`config.mk`:
```
export PLATFORM = sky130hd
export DESIGN_NAME = serial_adder
export DESIGN_NICKNAME = d
export VERILOG_FILES = /design/src/rtl/serial_adder_pkg.sv /design/src/rtl/full_adder_cell.sv /design/src/rtl/serial_adder.sv
export SDC_FILE = /design/constraint.sdc
export NUM_CORES = 1
export LEC_CHECK = 0
export BUFFER_PORTS_ARGS = -buffer_cell sky130_fd_sc_hd__buf_2
export CORE_MARGIN = 1
export CORE_UTILIZATION = 56
export CTS_CLUSTER_DIAMETER = 50
export DETAILED_ROUTE_END_ITERATION = 8
export GPL_ROUTABILITY_DRIVEN = 0
export PLACE_DENSITY = 0.87
export SETUP_SLACK_MARGIN = 0.3
export SLEW_MARGIN = 20
export SYNTH_ARGS = -nofsm -noshare
export SYNTH_HDL_FRONTEND = slang
export SYNTH_HIERARCHICAL = 1
export SYNTH_SLANG_ARGS = --single-unit
```
`constraint.sdc`:
```
create_clock -name clk -period 3.4 [get_ports clk]
set_input_delay 0.34 -clock clk [delete_from_list [all_inputs] [get_ports clk]]
set_output_delay 0.34 -clock clk [all_outputs]
set_load 0.05 [all_outputs]
```
`src/rtl/serial_adder_pkg.sv`:
```
// Shared types and helpers for the bit-serial adder.
package serial_adder_pkg;

    typedef enum logic [1:0] {
        StIdle  = 2'd0,
        StShift = 2'd1,
        StDone  = 2'd2
    } state_e;

    // Bit counter width; kept at least one bit so WIDTH=1 still has a counter.
    function automatic int unsigned cnt_width(input int unsigned width);
        return (width <= 2) ? 1 : $clog2(width);
    endfunction

endpackage

```
`src/rtl/full_adder_cell.sv`:
```
// One-bit combinational full adder; the only arithmetic in the serial adder.
module full_adder_cell (
    input  logic a,
    input  logic b,
    input  logic ci,
    output logic s,
    output logic co
);

    assign s  = a ^ b ^ ci;
    assign co = (a & b) | (a & ci) | (b & ci);

endmodule

```
`src/rtl/serial_adder.sv`:
```
// Bit-serial WIDTH-bit adder: operands shift LSB-first through one full-adder cell,
// carry held in a flop, sum collected MSB-in into a shift register.
module serial_adder
    import serial_adder_pkg::*;
#(
    parameter int unsigned WIDTH = 8
) (
    input  logic             clk,
    input  logic             rst,
    input  logic             start,
    input  logic [WIDTH-1:0] a,
    input  logic [WIDTH-1:0] b,
    input  logic             cin,
    output logic             busy,
    output logic             done,
    output logic [WIDTH-1:0] sum,
    output logic             cout
);

    localparam int unsigned    CntW    = cnt_width(WIDTH);
    localparam logic [CntW-1:0] LastCnt = CntW'(WIDTH - 1);

    state_e           state_q, state_d;
    logic [CntW-1:0]  cnt_q, cnt_d;
    logic             carry_q, carry_d;
    logic [WIDTH-1:0] areg_q, areg_d;
    logic [WIDTH-1:0] breg_q, breg_d;
    logic [WIDTH-1:0] sum_q, sum_d;
    logic             cout_q, cout_d;
    logic             cell_s, cell_co;

    full_adder_cell u_cell (
        .a  (areg_q[0]),
        .b  (breg_q[0]),
        .ci (carry_q),
        .s  (cell_s),
        .co (cell_co)
    );

    always_comb begin
        state_d = state_q;
        cnt_d   = cnt_q;
        carry_d = carry_q;
        areg_d  = areg_q;
        breg_d  = breg_q;
        sum_d   = sum_q;
        cout_d  = cout_q;

        case (state_q)
            StIdle: begin
                if (start) begin
                    areg_d  = a;
                    breg_d  = b;
                    carry_d = cin;
                    cnt_d   = '0;
                    sum_d   = '0;
                    state_d = StShift;
                end
            end
            StShift: begin
                // New sum bit enters at the MSB so the first bit ends up in bit 0.
                sum_d   = (sum_q >> 1) | (WIDTH'(cell_s) << (WIDTH - 1));
                areg_d  = areg_q >> 1;
                breg_d  = breg_q >> 1;
                carry_d = cell_co;
                cnt_d   = cnt_q + CntW'(1);
                if (cnt_q == LastCnt) begin
                    cout_d  = cell_co;
                    cnt_d   = '0;
                    state_d = StDone;
                end
            end
            StDone: begin
                state_d = StIdle;
            end
            default: begin
                state_d = StIdle;
            end
        endcase
    end

    always_ff @(posedge clk) begin
        if (rst) begin
            state_q <= StIdle;
            cnt_q   <= '0;
            carry_q <= 1'b0;
            areg_q  <= '0;
            breg_q  <= '0;
            sum_q   <= '0;
            cout_q  <= 1'b0;
        end else begin
            state_q <= state_d;
            cnt_q   <= cnt_d;
            carry_q <= carry_d;
            areg_q  <= areg_d;
            breg_q  <= breg_d;
            sum_q   <= sum_d;
            cout_q  <= cout_d;
        end
    end

    assign busy = (state_q == StShift);
    assign done = (state_q == StDone);
    assign sum  = sum_q;
    assign cout = cout_q;

endmodule
```
; Word level (Yosys, flattened, before mapping)
; Cells that the tools add are included.
[totals]
reg_bits = 31
in_bits = 20
out_inout_bits = 11
elab_cells = 40
[op_classes]
n_addsub = 1
eq_ne = 5
muxes = 14
n_bitwise = 8
reduce_logical = 5
[op_table]
columns = cell, n
row1 = case mux 8 bit (2 select lines), 3
row2 = two-way mux 8 bit, 3
row3 = OR 7 x 8 -> 8 bit, 1
row4 = two-way mux 3 bit, 2
row5 = case mux 3 bit (2 select lines), 1
row6 = AND reduction 2 bit, 3
row7 = two-way mux 2 bit, 2
row8 = case mux 2 bit (2 select lines), 1
row9 = "adder 3 x 1 -> 3 bit, second input constant", 1
row10 = bitwise AND 1 bit, 3
row11 = "equality test 3 bit, second input constant", 1
row12 = "equality test 2 x 1 -> 1 bit, second input constant", 1
row13 = "equality test 2 bit, second input constant", 1
row14 = zero test 2 bit, 1
row15 = "!= test 2 x 1 -> 1 bit, second input constant", 1
row16 = "!= test 2 bit, second input constant", 1
row17 = OR 1 bit, 2
row18 = case mux 1 bit (2 select lines), 1
row19 = nonzero test 2 bit, 1
row20 = XOR 1 bit, 2
row21 = two-way mux 1 bit, 1

; Depth between registers and ports, before layout
[depth]
ltp_word = 4
mapped_depth = 5
depth_no_buf = 5

; Modules after synthesis
; The synthesis kept the hierarchy.
[by_module_without_submodules]
columns = module, instances, cells_each, area_each_um2, seq_area_each_um2
row1 = serial_adder, 1, 134, 1343.8, 620.6
row2 = full_adder_cell, 1, 1, 20.0, 0.0

; Least setup slack after synthesis
; No wires, ideal clock.
[synth_path]
path_kind = reg2out
startpoint = register state_q[0]
endpoint = output done
arrival_ps = 1321
t_required_ps = 3060
path_slack_ps = 1739
path_stages_with_launch = 4
path_buffers = 2
cell_sequence = dfxtp_1 -> buf_6 -> buf_8 -> nor2b_1
[synth_via]
elab_chain_len = 1
[synth_lines]
columns = item, line_no
row1 = from (decl), serial_adder.sv:23  ; state_e state_q, state_d;
row2 = from (signal assigned), serial_adder.sv:84  ; state_q <= StIdle;
row3 = from (signal assigned), serial_adder.sv:92  ; state_q <= state_d;
row4 = equality test 2 bit, serial_adder.sv:103  ; assign done = (state_q == StDone);
row5 = to (decl), serial_adder.sv:15  ; output logic done,
; No other way between the ends.

; Worst setup path after layout
[layout_path]
startpoint = register state_q[0]
endpoint = register breg_q[0]
[layout_via]
elab_chain_len = 3
word_cells_on_any_way = 6
cone_classes = 2 x eq/ne / 1 x mux / 3 x reduce/logical
[layout_lines]
columns = item, line_no
row1 = equality test 2 x 1 -> 1 bit / zero test 2 bit (equally long branches), serial_adder.sv:49  ; case (state_q)
row2 = nonzero test 2 bit (no line) / != test 2 bit (equally long branches), --
row3 = AND reduction 2 bit (no line), --
row4 = to (signal assigned), serial_adder.sv:96  ; breg_q <= breg_d;
row5 = to (decl), serial_adder.sv:27  ; logic [WIDTH-1:0] breg_q, breg_d;
; Several ways; a longest one is shown, not always the timed one.
; A chain may end at the register's enable or synchronous reset.

==> results_dict.tcl <==
set metrics [dict create \
    status "completed" \
    clk_latency_ps 320 \
    drv_slew 0 \
    p_leak_uw 0.0006498 \
    ys_seq_area_share_pct 45.50 \
    synth-seq-cells 31 \
    cts_sinks 31 \
    synthTopCellsByArea "dfxtp_1, mux2i_1, nor2_1, a22oi_1, a211oi_2" \
    syn_to_final_growth_pct 11.10 \
    syn_inst 135 \
    hp-class "in2reg" \
    finalCriticalPeriod_ps 2316 \
    p_switching_uw 186.0 \
    synth_area_leader_cell "dfxtp_1" \
    swShare_pct 27.17 \
    antenna_found_initial 0 \
    synth-async-reset-ratio_pct 0 \
    cp_max_fo 28 \
    routed_via_density 5.709 \
    endpoint_kind "flop" \
    post_cts_resized 0 \
    htreeDepth 2 \
    place_area_sq_um 1474 \
    synth_common_cells "dfxtp_1, nor2_1, mux2i_1" \
    die_w_microns 51.35 \
    std_cell_rows 17 \
    grt_setup_unrepaired "false" \
    post_cts_buffers 0 \
    synth_nets 158 \
    setup_violations 0 \
    fmax_mhz 431.8 \
    cts_tree "yes" \
    grt_pass1_wl_mm 4.360 \
    arrival_ps 2540 \
    num-nets-final 185 \
    die_y_microns 51.35 \
    drt_iter0_markers 24 \
    hold_buffers 0 \
    power_frac_comb_pct 14.3 \
    drive_above_1_share_pct 27.33 \
    root_buffer "clkbuf_4" \
    worst_setup_hold_path_clk_slew_ps 90 \
    portBuffers 30 \
    synth-edff-count 0 \
    finalHoldViolations 0 \
    wl_per_cell_microns 14.04 \
    grt_max_degree 32 \
    power.internal_uw 498.5 \
    avgSynthCellArea_sq_um 10.10 \
    grtUsageMet1_pct 26.26 \
    grtUsageMet2_pct 40.35 \
    postRouteAntennaNets 0 \
    design_area_sq_um 1515 \
    numCtsBuffers 5 \
    grt_pass1_vias 965 \
    ir_drop_v 0.0003636 \
    core_sq_um 2255 \
    fin_crit_sh_pct 68.11 \
    drtPass1Iterations 4 \
    maxCapViolCount 0 \
    start_util_pct 60.49 \
    critPathKind "reg2reg" \
    ios 31 \
    p_total_uw 684.5 \
    grt.total_usage_pct 23.67 \
    synthFlopType "dfxtp_1" \
    synth.top_cell.area_share_pct 45.50 \
    seqPwrFrac_pct 58.4 \
    fin_tns_setup_ps 0 \
    clkPwrFrac_pct 27.4 \
    finalClockSkew_ps 7.046 \
    synth_warnings 6 \
    worst_pin_slew_ps 1026 \
    slew-limit-headroom_pct 31.61 \
    power_density_nw_per_um2 451.7 \
    finalWirelength_mm 2.654 \
    yosysUniqueCellTypes 27 \
    diodes 0 \
    hpwl_mm 1.818 \
    grt_use_met3_pct 9.226 \
    required_ps 3630 \
    start_kind "flop" \
    top_usage_layer "met2" \
    gr-total-overflow 0 \
    cts.path.max_buffers 2 \
    drc 0 \
    die-area_sq_um 2637 \
    via_count 1079 \
    synth_area_sq_um 1364 \
]
==> critical path, cell delays in order (launching register included) <==
cell and delay [ps]:
dfxtp_1 700, buf_4 320, o21ba_1 850, nor2_1 90
a211oi_1 260
==> layout by cell type, fill, tap and decap left out, types with 2 or more instances in the layout <==
cell type | synthesis | final
a211oi_1 | 7 | 7
a211oi_2 | 6 | 6
a21oi_1 | 3 | 3
a22oi_1 | 11 | 11
buf_2 | 3 | 30
clkbuf_4 | 0 | 5
dfxtp_1 | 31 | 31
ha_1 | 2 | 2
inv_1 | 2 | 2
mux2i_1 | 14 | 14
nand4bb_1 | 2 | 2
nor2_1 | 31 | 31
nor4_2 | 2 | 2
nor4b_1 | 2 | 2
o21ai_0 | 2 | 2
==> kinds of logic after synthesis <==
logic type | share of synthesized area (%)
mux | 10.27
buf+inv | 6.605
flops | 45.50
compound gates | 18.53
fa+ha+maj | 3.303
simple gates | 15.78
==> final cells by class <==
cell class,count,area [sq um]
clock buffer,6,41.29
fill,205,739.5
inverter,2,7.507
multi-input combinational,91,653.1
sequential,31,620.6
tap,28,35.03
timing repair buffer,31,157.7
==> state kept, by name, indices dropped and copies added (netlist names) <==
name / flops
areg_q: 8
breg_q: 8
sum: 8
cnt_q: 3
state_q: 2
carry_q: 1
cout: 1
==> stage by stage <==
stage                     worst slack [ps]  utilization, %  hold WS, ps  std cells
final                                 1084           67.20        312.6        189
after detailed placement              1134           65.37        456.2        183
after floorplan                       1739               -        411.0        135
after global placement                1286           65.37        450.0        183
after CTS                             1119           67.20        308.3        189
after global routing                 875.0           67.20        299.6        189
==> power by group through the flow <==
stage               Combinational, uW  Clock (uW)  Sequential, uW
global route                      108         208             402
CTS                              97.8         190             400
detailed placement               97.3           0             408
global placement                 92.9           0             406
floorplan                        77.9           0             406
finish                           97.7         187             400
==> path summary, 6_finish.rpt <==
path / start / endpoint / slack [ps] / cells after the start
hold / removal: a[7] / areg_q[7] / 310 / 3
hold reg to reg: cout / cout / 460 / 2
setup / recovery: state_q[0] / breg_q[0] / 1080 / 4
setup reg to reg: state_q[0] / breg_q[0] / 1080 / 4
==> layer usage <==
metal	up-vias	wire [microns]
met3	2	143
met5	-	0
met2	25	1329
met1	509	1158
met4	0	23
li1	543	-
(Power assumes the default switching activity.)
